## config.mk

```make
export PLATFORM = sky130hd
export DESIGN_NAME = store_buffer_flat
export DESIGN_NICKNAME = d
export VERILOG_FILES = /design/src/rtl/store_buffer_if.sv /design/src/rtl/store_buffer.sv /design/src/flat_wrapper.sv
export SDC_FILE = /design/constraint.sdc
export NUM_CORES = 1
export LEC_CHECK = 0
export CORE_MARGIN = 2
export CORE_UTILIZATION = 40
export CTS_CLUSTER_SIZE = 40
export DETAILED_ROUTE_END_ITERATION = 12
export PLACE_DENSITY = 0.69
export SLEW_MARGIN = 20
export SYNTH_ARGS = -nofsm -noshare
export SYNTH_HDL_FRONTEND = slang
export SYNTH_SLANG_ARGS = --single-unit
```

## constraint.sdc

```tcl
create_clock -name clk_i -period 5.8 [get_ports clk_i]
set_input_delay 0.58 -clock clk_i [delete_from_list [all_inputs] [get_ports clk_i]]
set_output_delay 0.58 -clock clk_i [all_outputs]
set_load 0.01 [all_outputs]
```

## src/rtl/store_buffer_if.sv

```systemverilog
// Pipeline-side and memory-side bundle for store_buffer.
//   master : environment side (pipeline stage + Data_Memory model)
//   slave  : the store buffer itself
// Signals (direction seen from the store buffer):
//   addr_i, data_i, MemRead_i, MemWrite_i : pipeline request (in)
//   data_o, stall_o, count_o              : pipeline response (out)
//   mem_addr_o, mem_data_o,
//   mem_MemRead_o, mem_MemWrite_o         : to Data_Memory (out)
//   mem_data_i                            : from Data_Memory (in)
interface store_buffer_if #(
  parameter int unsigned DEPTH  = 4,
  parameter int unsigned ADDR_W = 32,
  parameter int unsigned DATA_W = 32
);
  localparam int unsigned CntW = $clog2(DEPTH + 1);

  logic [ADDR_W-1:0] addr_i;
  logic [DATA_W-1:0] data_i;
  logic              MemRead_i;
  logic              MemWrite_i;
  logic [DATA_W-1:0] data_o;
  logic              stall_o;
  logic [CntW-1:0]   count_o;
  logic [ADDR_W-1:0] mem_addr_o;
  logic [DATA_W-1:0] mem_data_o;
  logic              mem_MemRead_o;
  logic              mem_MemWrite_o;
  logic [DATA_W-1:0] mem_data_i;

  modport master (
    output addr_i, data_i, MemRead_i, MemWrite_i, mem_data_i,
    input  data_o, stall_o, count_o, mem_addr_o, mem_data_o, mem_MemRead_o, mem_MemWrite_o
  );

  modport slave (
    input  addr_i, data_i, MemRead_i, MemWrite_i, mem_data_i,
    output data_o, stall_o, count_o, mem_addr_o, mem_data_o, mem_MemRead_o, mem_MemWrite_o
  );
endinterface

```

## src/rtl/store_buffer.sv

```systemverilog
// Store buffer between the EX/MEM register and Data_Memory.
// Stores are absorbed into a circular FIFO in one cycle; buffered stores drain to memory in
// program order on cycles with no memory request (or while the pipeline is stalled). Loads go
// straight to memory, stalling while any buffered store partially overlaps the load address.
// Ports:
//   clk_i  : clock, all state on posedge
//   rst_i  : synchronous active-high reset, discards buffered stores
//   bus_io : store_buffer_if.slave, pipeline request/response and Data_Memory pins
// Build option:
//   STORE_BUFFER_FWD_EN : when defined, a load whose address exactly matches a buffered store
//   takes the youngest matching data. When undefined, an exact match stalls like a partial
//   overlap until the entry has drained, and the load then reads memory.
module store_buffer #(
  parameter int unsigned DEPTH  = 4,
  parameter int unsigned ADDR_W = 32,
  parameter int unsigned DATA_W = 32
) (
  input logic            clk_i,
  input logic            rst_i,
  store_buffer_if.slave  bus_io
);
  localparam int unsigned PtrW = $clog2(DEPTH);
  localparam int unsigned CntW = $clog2(DEPTH + 1);

  logic [ADDR_W-1:0] addr_q [DEPTH];
  logic [DATA_W-1:0] data_q [DEPTH];
  logic [PtrW-1:0]   rd_ptr_q, rd_ptr_d, wr_ptr_q, wr_ptr_d;
  logic [CntW-1:0]   count_q, count_d;

  logic             is_load, is_store, full, hazard, stall, drain, enq, serve;
  logic [DEPTH-1:0] valid, overlap, match;

  // Distance of 1..3 bytes (either direction) means the two words share bytes but differ.
  function automatic logic near(input logic [ADDR_W-1:0] d);
    return (d != '0) && (d <= ADDR_W'(3));
  endfunction

  // Both strobes high is treated as a load; the store is dropped.
  assign is_load  = bus_io.MemRead_i;
  assign is_store = bus_io.MemWrite_i & ~bus_io.MemRead_i;
  assign full     = (count_q == CntW'(DEPTH));

  always_comb begin
    valid   = '0;
    overlap = '0;
    match   = '0;
    for (int i = 0; i < DEPTH; i++) begin
      // Slot i is occupied when its distance from the head is below the fill level.
      valid[i]   = CntW'(PtrW'(i) - rd_ptr_q) < count_q;
      overlap[i] = valid[i] & (near(bus_io.addr_i - addr_q[i]) | near(addr_q[i] - bus_io.addr_i));
      match[i]   = valid[i] & (addr_q[i] == bus_io.addr_i);
    end
  end

`ifdef STORE_BUFFER_FWD_EN
  logic              fwd_hit;
  logic [DATA_W-1:0] fwd_data;

  always_comb begin
    fwd_hit  = 1'b0;
    fwd_data = '0;
    // Walk oldest to youngest so the last hit is the youngest store.
    for (int k = 0; k < DEPTH; k++) begin
      if (CntW'(k) < count_q && match[rd_ptr_q + PtrW'(k)]) begin
        fwd_hit  = 1'b1;
        fwd_data = data_q[rd_ptr_q + PtrW'(k)];
      end
    end
  end

  assign hazard = |overlap;
`else
  assign hazard = |(overlap | match);
`endif

  assign stall = (is_load & hazard) | (is_store & full);
  assign serve = is_load & ~stall;
  assign enq   = is_store & ~full;
  assign drain = ((~is_load & ~is_store) | stall) & (count_q != '0);

  always_comb begin
    bus_io.stall_o        = stall;
    bus_io.count_o        = count_q;
    bus_io.data_o         = '0;
    bus_io.mem_addr_o     = '0;
    bus_io.mem_data_o     = '0;
    bus_io.mem_MemRead_o  = 1'b0;
    bus_io.mem_MemWrite_o = 1'b0;
    if (serve) begin
      bus_io.mem_MemRead_o = 1'b1;
      bus_io.mem_addr_o    = bus_io.addr_i;
`ifdef STORE_BUFFER_FWD_EN
      bus_io.data_o        = fwd_hit ? fwd_data : bus_io.mem_data_i;
`else
      bus_io.data_o        = bus_io.mem_data_i;
`endif
    end else if (drain) begin
      bus_io.mem_MemWrite_o = 1'b1;
      bus_io.mem_addr_o     = addr_q[rd_ptr_q];
      bus_io.mem_data_o     = data_q[rd_ptr_q];
    end
  end

  // Enqueue and drain never coincide: a store that enqueues is an unstalled request.
  always_comb begin
    rd_ptr_d = rd_ptr_q;
    wr_ptr_d = wr_ptr_q;
    count_d  = count_q;
    if (enq) begin
      wr_ptr_d = wr_ptr_q + PtrW'(1);
      count_d  = count_q + CntW'(1);
    end else if (drain) begin
      rd_ptr_d = rd_ptr_q + PtrW'(1);
      count_d  = count_q - CntW'(1);
    end
  end

  always_ff @(posedge clk_i) begin
    if (rst_i) begin
      rd_ptr_q <= '0;
      wr_ptr_q <= '0;
      count_q  <= '0;
    end else begin
      rd_ptr_q <= rd_ptr_d;
      wr_ptr_q <= wr_ptr_d;
      count_q  <= count_d;
    end
  end

  // Entry storage needs no reset; occupancy is tracked by the pointers and count.
  always_ff @(posedge clk_i) begin
    if (enq) begin
      addr_q[wr_ptr_q] <= bus_io.addr_i;
      data_q[wr_ptr_q] <= bus_io.data_i;
    end
  end
endmodule

```

## src/flat_wrapper.sv

```systemverilog
// flat-port wrapper written by rule: the top's interface ports become plain ports
module store_buffer_flat 
#(
  parameter int unsigned DEPTH  = 4,
  parameter int unsigned ADDR_W = 32,
  parameter int unsigned DATA_W = 32
)
  (clk_i, rst_i, bus_io_addr_i, bus_io_data_i, bus_io_MemRead_i, bus_io_MemWrite_i, bus_io_mem_data_i, bus_io_data_o, bus_io_stall_o, bus_io_count_o, bus_io_mem_addr_o, bus_io_mem_data_o, bus_io_mem_MemRead_o, bus_io_mem_MemWrite_o);
  store_buffer_if #(.DEPTH(DEPTH), .ADDR_W(ADDR_W), .DATA_W(DATA_W)) bus_io_i ();
  input logic clk_i;
  input logic rst_i;
  input wire logic [$bits(bus_io_i.addr_i)-1:0] bus_io_addr_i;
  input wire logic [$bits(bus_io_i.data_i)-1:0] bus_io_data_i;
  input wire logic [$bits(bus_io_i.MemRead_i)-1:0] bus_io_MemRead_i;
  input wire logic [$bits(bus_io_i.MemWrite_i)-1:0] bus_io_MemWrite_i;
  input wire logic [$bits(bus_io_i.mem_data_i)-1:0] bus_io_mem_data_i;
  output wire logic [$bits(bus_io_i.data_o)-1:0] bus_io_data_o;
  output wire logic [$bits(bus_io_i.stall_o)-1:0] bus_io_stall_o;
  output wire logic [$bits(bus_io_i.count_o)-1:0] bus_io_count_o;
  output wire logic [$bits(bus_io_i.mem_addr_o)-1:0] bus_io_mem_addr_o;
  output wire logic [$bits(bus_io_i.mem_data_o)-1:0] bus_io_mem_data_o;
  output wire logic [$bits(bus_io_i.mem_MemRead_o)-1:0] bus_io_mem_MemRead_o;
  output wire logic [$bits(bus_io_i.mem_MemWrite_o)-1:0] bus_io_mem_MemWrite_o;
  assign bus_io_i.addr_i = bus_io_addr_i;
  assign bus_io_i.data_i = bus_io_data_i;
  assign bus_io_i.MemRead_i = bus_io_MemRead_i;
  assign bus_io_i.MemWrite_i = bus_io_MemWrite_i;
  assign bus_io_i.mem_data_i = bus_io_mem_data_i;
  assign bus_io_data_o = bus_io_i.data_o;
  assign bus_io_stall_o = bus_io_i.stall_o;
  assign bus_io_count_o = bus_io_i.count_o;
  assign bus_io_mem_addr_o = bus_io_i.mem_addr_o;
  assign bus_io_mem_data_o = bus_io_i.mem_data_o;
  assign bus_io_mem_MemRead_o = bus_io_i.mem_MemRead_o;
  assign bus_io_mem_MemWrite_o = bus_io_i.mem_MemWrite_o;
  store_buffer #(.DEPTH(DEPTH), .ADDR_W(ADDR_W), .DATA_W(DATA_W)) u_core (.clk_i(clk_i), .rst_i(rst_i), .bus_io(bus_io_i));
endmodule
```

== Word-level counts from Yosys, hierarchy flattened ==
Memory sizes are Yosys's and may differ from the RTL's. A register that Yosys moved wholly into a read port is not among the register bits.
Cells that the tools add are included.

* Reduce and logical (&&, ||, !) cells: 20
* Add/subtract/negate cells: 16
* Mux-type cells: 16
* Equality and inequality tests: 5
* Bitwise operators: 27
* Magnitude comparators: 12

{| class="wikitable"
|+ Operators by type and width
! cell !! number
|-
| $le A32 B2 Y1 const B || 8
|-
| $reduce_bool A32 Y1 || 8
|-
| $sub A32 B32 Y32 || 8
|-
| $mux W32 || 5
|-
| $eq A32 B32 Y1 || 4
|-
| $and A1 B1 Y1 || 15
|-
| $lt A3 B3 Y1 || 4
|-
| $logic_and A1 B1 Y1 || 8
|-
| $mux W2 || 4
|-
| $mux W3 || 2
|-
| $or A1 B1 Y1 || 6
|-
| $sub A1 B2 Y3 const A || 2
|-
| $sub A2 B2 Y3 const A || 2
|-
| $mux W1 || 5
|-
| $not A1 Y1 || 5
|-
| $add A2 B1 Y2 const B || 2
|-
| $or A4 B4 Y4 || 1
|-
| $reduce_or A4 Y1 || 1
|-
| $add A3 B1 Y3 const B || 1
|-
| $eq A3 B3 Y1 const B || 1
|-
| $reduce_bool A3 Y1 || 1
|-
| $sub A3 B1 Y3 const B || 1
|-
| $reduce_and A2 Y1 || 1
|-
| $reduce_bool A2 Y1 || 1
|}

* Word-level logic and storage cells: 101
* Memories kept: 2
* Output and inout bits: 102
* RAM bits: 256
* Register bits: 7
* Input port bits: 100

{| class="wikitable"
|+ Memories
! memory !! depth !! bits a word !! rd ports !! clocked after Yosys merged registers in !! write ports !! line !! source
|-
| u_core.addr_q || 4 || 32 || 5 || 1 || 1 || store_buffer.sv:25 || <nowiki>logic [ADDR_W-1:0] addr_q [DEPTH];</nowiki>
|-
| u_core.data_q || 4 || 32 || 1 || 1 || 1 || store_buffer.sv:26 || <nowiki>logic [DATA_W-1:0] data_q [DEPTH];</nowiki>
|}

== Depth between registers and ports, before layout ==
Gate-level depths: netlist of run 1.

* Depth after elaboration: 14
* Mapped depth: 18
* Mapped depth without buffers: 16

== Worst setup path before layout of run 1 ==
OpenSTA, ideal clock, no wires.

* Kind: input -> output
* Start point: input port bus_io_addr_i[1]
* End point: output port bus_io_mem_data_o[22]
* Arrival: 4.387 ns
* Buffers on the path: 1
* Stages on the path: 15
* Setup slack: 0.833 ns
* Required time: 5.220 ns
* Path through: inv_1 ha_1 nor2b_1 o2111ai_1 a21oi_1 o2111ai_1 nand3_1 xor2_1 or4_1 or4_4 nor4_4 nand4_2 a21oi_4 buf_6 and2_1

* Longest elaborated chain between the ends: 13
* Elaborated cells on any way between the ends: 58
* Those cells by class: add/sub (8); order compare (8); eq/ne (4); mux (2); bitwise (19); reduce/logical (17)

{| class="wikitable"
|+ RTL lines
! item !! line !! source
|-
| start: declaration || flat_wrapper.sv:12 || <nowiki>input wire logic [$bits(bus_io_i.addr_i)-1:0] bus_io_addr_i;</nowiki>
|-
| $sub A32 B32 Y32 || store_buffer.sv:50 || <nowiki>overlap[i] = valid[i] & (near(bus_io.addr_i - addr_q[i]) | near(addr_q[i] - bus_io.addr_i));</nowiki>
|-
| $le A32 B2 Y1 / $reduce_bool A32 Y1 (equally long branches) || store_buffer.sv:35 || <nowiki>return (d != '0) && (d <= ADDR_W'(3));</nowiki>
|-
| $logic_and A1 B1 Y1 || store_buffer.sv:35 ||
|-
| $or A1 B1 Y1 || store_buffer.sv:50 ||
|-
| $and A1 B1 Y1 || store_buffer.sv:50 ||
|-
| $or A4 B4 Y4 * || store_buffer.sv:73 || <nowiki>assign hazard = |(overlap | match);</nowiki>
|-
| $reduce_or A4 Y1 * || store_buffer.sv:73 ||
|-
| $and A1 B1 Y1 * || store_buffer.sv:76 || <nowiki>assign stall = (is_load & hazard) | (is_store & full);</nowiki>
|-
| $or A1 B1 Y1 * || store_buffer.sv:76 ||
|-
| $or A1 B1 Y1 || store_buffer.sv:79 || <nowiki>assign drain = ((~is_load & ~is_store) | stall) & (count_q != '0);</nowiki>
|-
| $and A1 B1 Y1 || store_buffer.sv:79 ||
|-
| $mux W32 || store_buffer.sv:97 || <nowiki>end else if (drain) begin</nowiki>
|-
| $mux W32 * || store_buffer.sv:89 || <nowiki>if (serve) begin</nowiki>
|-
| end: declaration || flat_wrapper.sv:21 || <nowiki>output wire logic [$bits(bus_io_i.mem_data_o)-1:0] bus_io_mem_data_o;</nowiki>
|}

Every way passes the cells marked *; elsewhere a longest branch is shown, timed or not.

== Worst setup path in the final report of run 1 ==
* Start point: input port bus_io_addr_i[28]
* End point: output port bus_io_mem_data_o[28]

Same word-level chain as after synthesis.

==> impl_metrics.yaml, run 1 <==
sta:
  rsz0062_at_grt: "yes"
  tightest_slew_ps: 1060
  hold_viol_final: 0
  fmax_mhz: 170
  clock_skew_ps: 26.6
  slew_headroom_pct: 29.2
  fin_crit_sh_pct: 102
  slew_viol_final: 0
  fin_crit_ps: 5890
  timing.final.ws_setup_ps: -88.8
  setup_viol: 8
  tns_ps: -336
  holdWs_ps: 474
placed_design:
  gp_congestion: 1.13
  place_inst: 5058
  place_hpwl_um: 108000
  portBuffers: 201
  post_dp_cell_area_mm2: 0.0379
logic_synthesis:
  netlist_area_mm2: 0.0271
  synth_top_cell_by_area: "edfxtp_1"
  postSynth.asyncResetShare_pct: 0
  yosys-top-cells-area: "edfxtp_1 28%, ha_1 12%, a21oi_1 5.6%"
  yosysWarningCount: 0
  ys_seq_area_share_pct: 29.0
  synth_edf_count: 256
  synthFlopType: "edfxtp_1"
  syn_avg_cell_area_um2: 8.86
  syn_nets: 3428
  ys_seq_elements: 265
  yosysUniqueCellTypes: 97
  syn_inst: 3058
  post-synth-top-area-fraction_pct: 28.4
detailed_routing:
  num_vias: 30800
  dr.first_iter.drc_count: 3081
  wirelength_um: 133000
  firstDrtPassIters: 6
  wl_per_cell_um: 25.7
  via_per_inst: 5.96
  ant_nets: 0
  drc: 0
clocking:
  clock_sinks: 265
  ctsHtreeMaxLevel: 1
  clockBufferDepth: 3
  cts_tree: "done"
  cts_buffers: 27
  clk_latency_ps: 600
  cts-root-buf: "clkbuf_16"
  clkSlewWorstSetupHoldPaths_ps: 70
  hold_buffers: 0
power:
  p_per_area_mw_per_mm2: 203
  peakVddDrop_mv: 0.268
  swShare_pct: 38.5
  comb_power_share_pct: 49.3
  p_clk_share_pct: 22.0
  p_leak_nw: 17.9
  total_power_mw: 8.17
  power.switching_mw: 3.15
  power.internal_mw: 5.02
  p_seq_share_pct: 28.7
outcome:
  status: "finished with violations"
  failed_checks: "setup timing"
setup_path:
  r2r-start: "u_core.rd_ptr_q[0]$_SDFFE_PP0P_"
  crit_type: "in -> out"
  path_max_fanout: 8
  crit_chain: "clkdlybuf4s50_1, inv_1, buf_12, ha_1, buf_6, nand4_1, nor4_1, buf_4, nand4_1, a21oi_2, buf_4, nor2_1, mux2_2, or4_1, o31ai_2, buf_4, nor4_4, and2_4, a21oi_4, buf_8, buf_12, buf_12, and2_4, buf_6"
  r2r_cells: 18
  critPathMaxStageDelay_ps: 510
  cp_slowest_cell: "or4_1"
  endpoint_kind: "primary output"
  worst_ep_arrival_time_ps: 5310
  cp_data_required_time_ps: 5220
  cp-start-kind: "primary input"
  reg2reg_slack_ps: 870
cells_and_area:
  post_layout_nonfiller_instances: 5165
  mostFrequentLayoutCell: "buf_4"
  layout_common_cells: "1105 x buf_4, 267 x a21oi_1, 256 x edfxtp_1"
  syn_to_final_growth_pct: 48.7
  drive_gt1_share_pct: 36.9
  nets: 4639
  stdcell_area_mm2: 0.0403
global_route:
  grt_usage_pct: 36.6
  grt_pass1_vias: 30200
  grt_pass1_wl_um: 191000
  grt_max_degree: 65
  grt_overflow: 0
  antenna_found_initial: 5
floorplan:
  die_area_mm2: 0.0699
  core_mm2: 0.0672
  die-height_um: 264
  io_pins: 202
  num_rows: 95
  fp.dieW_um: 264
  start_util_pct: 40.4
worst_hold_path:
  hold_start: "bus_io_addr_i[5]"
  whs_endpoint: "u_core.addr_q[2][5]$_DFFE_PP_"
  hp-class: "in -> reg"
  hold_depth: 2
job:
  drv_cap: 0
## cells in the mapped netlist (22+ instances only)
master / instances
a21oi_1: 304
ha_1: 261
edfxtp_1: 256
inv_1: 212
nand2_1: 206
nor2_1: 195
o21ai_0: 169
clkbuf_1: 97
a21o_1: 94
nand3_1: 89
nand4_1: 84
mux4_2: 64
xnor2_1: 61
nor3_1: 59
mux2i_1: 57
and3_1: 56
and2_1: 54
buf_2: 48
o211ai_1: 48
a211oi_1: 46
o21a_1: 45
xor2_1: 41
or3_1: 34
a31oi_1: 30
nand2b_1: 27
nor4_1: 25
o31ai_1: 22
## what timing repair did
item                       4_1_cts  5_1_grt
pin swaps                       27       35
buffers inserted                26       24
gates resized for setup        339      273
setup endpoints to repair       99       99
gates cloned                     3        3
## routing by layer
metal  track usage (%)  routed length [µm]
met1              44.9               50900
met2              61.6               62400
met3              4.94               10100
met4              21.3                9380
met5                 0                   0
## metrics by stage
stage          setup slack, ps  utilization [%]
2_1_floorplan              833                -
3_3_place_gp             -1180             56.4
3_5_place_dp             -1050             56.4
4_1_cts                   -120             58.7
5_1_grt                   -208             60.0
6_report                 -88.8             60.0
## sequential cells by signal, indices dropped and copies added, names as in the netlist, named ones only
register,cells
u_core.data_q,128
u_core.rd_ptr_q,2
u_core.addr_q,128
u_core.bus_io.count_o,3
u_core.wr_ptr_q,2
## logic make-up after synthesis
group	after synthesis	synth area share (%)
AO/OA/AOI/OAI	988	23.9
XOR/XNOR	102	3.30
adder cells (fa/ha/maj)	270	12.7
buffers and inverters	375	5.62
flip-flops	265	29.0
multiplexers	134	7.96
AND/OR/NAND/NOR	924	17.5
## worst max-delay path, delay by kind of cell
kind	cells	cell delay, ps
simple gates	8	1500
mux	1	270
compound gates	3	650
fa+ha+maj	1	320
buf+inv	11	1950
## worst max-delay path by stage
| stage | start | to | slack (ps) |
|---|---|---|---|
| 2_1_floorplan | bus_io_addr_i[1] | bus_io_mem_data_o[22] | 830 |
| 3_3_place_gp | bus_io_addr_i[0] | bus_io_mem_addr_o[0] | -1180 |
| 3_5_place_dp | bus_io_addr_i[0] | bus_io_mem_addr_o[0] | -1050 |
| 4_1_cts | bus_io_addr_i[15] | bus_io_mem_data_o[30] | -120 |
| 5_1_grt | bus_io_addr_i[2] | bus_io_mem_data_o[30] | -210 |
| 6_report | bus_io_addr_i[28] | bus_io_mem_data_o[28] | -90 |
## power by group through the flow
stage               clock, mW  combinational (mW)  sequential, mW
floorplan                   0                1.84            2.29
global placement            0                3.73            2.37
detailed placement          0                3.74            2.38
CTS                      1.80                3.81            2.34
global route             1.87                4.23            2.35
finish                   1.80                4.03            2.34
## final cells by class
| type | count | area, µm² |
|---|---|---|
| fillers | 5849 | 26800 |
| multi-input cells | 2418 | 18800 |
| repair buffers | 1344 | 10800 |
| flip-flops and latches | 265 | 7880 |
| well taps | 873 | 1090 |
| inverters | 213 | 826 |
| clock buffers | 30 | 687 |
| clock inverters | 20 | 198 |
| diodes | 2 | 5.00 |
Power figures use the tool's default switching activity.
==> run 2: changes to the inputs <==
Settings changed: CTS_BUF_LIST set to sky130_fd_sc_hd__clkbuf_4.
==> run 2 against run 1 <==
  * The flow still finishes with violations (setup timing)
  * Largest power group unchanged
  * Critical endpoint is now bus_io_mem_data_o[3]
  * Highest routed layer unchanged
  * Cell count rose by 1.4%
  * Total power fell by 1.6%
  * Setup slack got worse by 230 ps
  * Largest cell class unchanged
  * Clock power fell by 12%
  * Non-clock buffer count rose by 1
  * Clock skew rose by 43 ps
  * Sequential share of layout area rose by 0.17 points
==> impl_metrics.yaml, run 2 (same netlist as run 1, synthesis figures left out) <==
sta:
  rsz0062_at_grt: "yes"
  slew_viol_final: 0
  timing.final.ws_setup_ps: -322
  tightest_slew_ps: 1040
  tns_ps: -18680
  fin_crit_ps: 6120
  setup_viol: 98
  clock_skew_ps: 69.3
  hold_viol_final: 0
  holdWs_ps: 200
  slew_headroom_pct: 30.4
  fmax_mhz: 163
  fin_crit_sh_pct: 106
clocking:
  cts_buffers: 67
  ctsHtreeMaxLevel: 3
  clkSlewWorstSetupHoldPaths_ps: 80
  clockBufferDepth: 3
  clk_latency_ps: 860
  cts-root-buf: "clkbuf_4"
  hold_buffers: 0
  clock_sinks: 265
  cts_tree: "done"
worst_hold_path:
  hold_depth: 2
  hp-class: "in -> reg"
  hold_start: "bus_io_addr_i[5]"
  whs_endpoint: "u_core.addr_q[2][5]$_DFFE_PP_"
placed_design:
  place_ws_ps: -1050
  place_inst: 5058
  post_dp_cell_area_mm2: 0.0379
  gp_congestion: 1.13
  portBuffers: 201
  place_hpwl_um: 108000
cells_and_area:
  fin_util_pct: 59.5
  stdcell_area_mm2: 0.0400
  drive_gt1_share_pct: 36.3
  layout_common_cells: "1104 x buf_4, 288 x a21oi_1, 256 x edfxtp_1"
  post_layout_nonfiller_instances: 5236
  mostFrequentLayoutCell: "buf_4"
  syn_to_final_growth_pct: 47.5
  nets: 4680
floorplan:
  start_util_pct: 40.4
  io_pins: 202
  die_area_mm2: 0.0699
  die-height_um: 264
  core_mm2: 0.0672
  fp.dieW_um: 264
  num_rows: 95
setup_path:
  worst_ep_arrival_time_ps: 5540
  r2r-start: "u_core.addr_q[1][6]$_DFFE_PP_"
  r2r_cells: 22
  crit_chain: "ha_1, buf_4, a21oi_1, nand2_1, buf_4, buf_4, o21ai_0, o21bai_1, xor2_1, a2111oi_0, nand4_1, o31ai_4, buf_6, nor4_4, and2_4, a21oi_4, buf_12, buf_12, buf_12, and2_4, buf_6"
  endpoint_kind: "primary output"
  cp_slowest_cell: "a2111oi_0"
  reg2reg_slack_ps: 640
  cp-start-kind: "flop"
  crit_type: "reg -> out"
  critPathMaxStageDelay_ps: 650
  path_max_fanout: 6
  cp_data_required_time_ps: 5220
detailed_routing:
  firstDrtPassIters: 6
  dr.first_iter.drc_count: 3012
  via_per_inst: 5.93
  wl_per_cell_um: 25.5
  num_vias: 31100
  drc: 0
  ant_nets: 0
  wirelength_um: 133000
job:
  drv_cap: 0
power:
  total_power_mw: 8.04
  p_per_area_mw_per_mm2: 201
  p_leak_nw: 17.8
  peakVddDrop_mv: 0.217
global_route:
  grt_max_degree: 65
  grtUsageMet3_pct: 5.72
  grt.busiest_layer: "met2"
  grt_usage_pct: 37.0
  grt_pass1_vias: 30500
  grt_overflow: 0
  grtUsageMet1_pct: 45.2
  grt_pass1_wl_um: 192000
  antenna_found_initial: 7
  grt.met2_usage_pct: 62.0
outcome:
  failed_checks: "setup timing"
  status: "finished with violations"
-- run 2: worst max-delay path by stage --
stage / from / endpoint / cells after the start
6_report: u_core.addr_q[1][6]$_DFFE_PP_ / bus_io_mem_data_o[3] / 21
3_3_place_gp: bus_io_addr_i[0] / bus_io_mem_addr_o[0] / 21
4_1_cts: u_core.addr_q[1][0]$_DFFE_PP_ / bus_io_mem_data_o[0] / 21
5_1_grt: u_core.addr_q[1][0]$_DFFE_PP_ / bus_io_mem_data_o[30] / 22
3_5_place_dp: bus_io_addr_i[0] / bus_io_mem_addr_o[0] / 21
2_1_floorplan: bus_io_addr_i[1] / bus_io_mem_data_o[22] / 15
-- run 2: critical path, delay by kind of cell (launching register included) --
kind | cells | cell delay [ps]
AO/OA/AOI/OAI | 6 | 1720
XOR/XNOR | 1 | 160
adder cells (fa/ha/maj) | 1 | 320
buffers and inverters | 8 | 1210
flip-flops | 1 | 440
AND/OR/NAND/NOR | 5 | 830
-- run 2: cell type report --
type | count | area (µm²)
Inverter | 213 | 807
Multi-Input combinational cell | 2418 | 18500
Tap cell | 873 | 1090
Sequential cell | 265 | 7880
Fill cell | 5901 | 27200
Timing Repair Buffer | 1345 | 10900
Clock buffer | 88 | 661
Clock inverter | 23 | 129
Antenna cell | 11 | 27.5
-- run 2: where the power goes --
group	total, mW	switching (mW)	internal (mW)	leakage (nW)
sequential	2.34	0.135	2.20	2.40
clock	1.58	0.860	0.720	0.458
combinational	4.12	2.19	1.92	14.9
total	8.04	3.19	4.85	17.8
-- run 2: per-layer routing --
layer / up-vias / share of wire [%]
met3: 366 / 8.2
met5: - / 0
met2: 1550 / 47
li1: 14200 / -
met4: 0 / 6.8
met1: 15000 / 38
-- run 2: timing repair --
action	4_1_cts	5_1_grt
pin swaps	30	45
gates resized for setup	422	128
buffers inserted	25	26
cloned	4	5
setup endpoints to repair	99	99
hold endpoints to repair	0	0
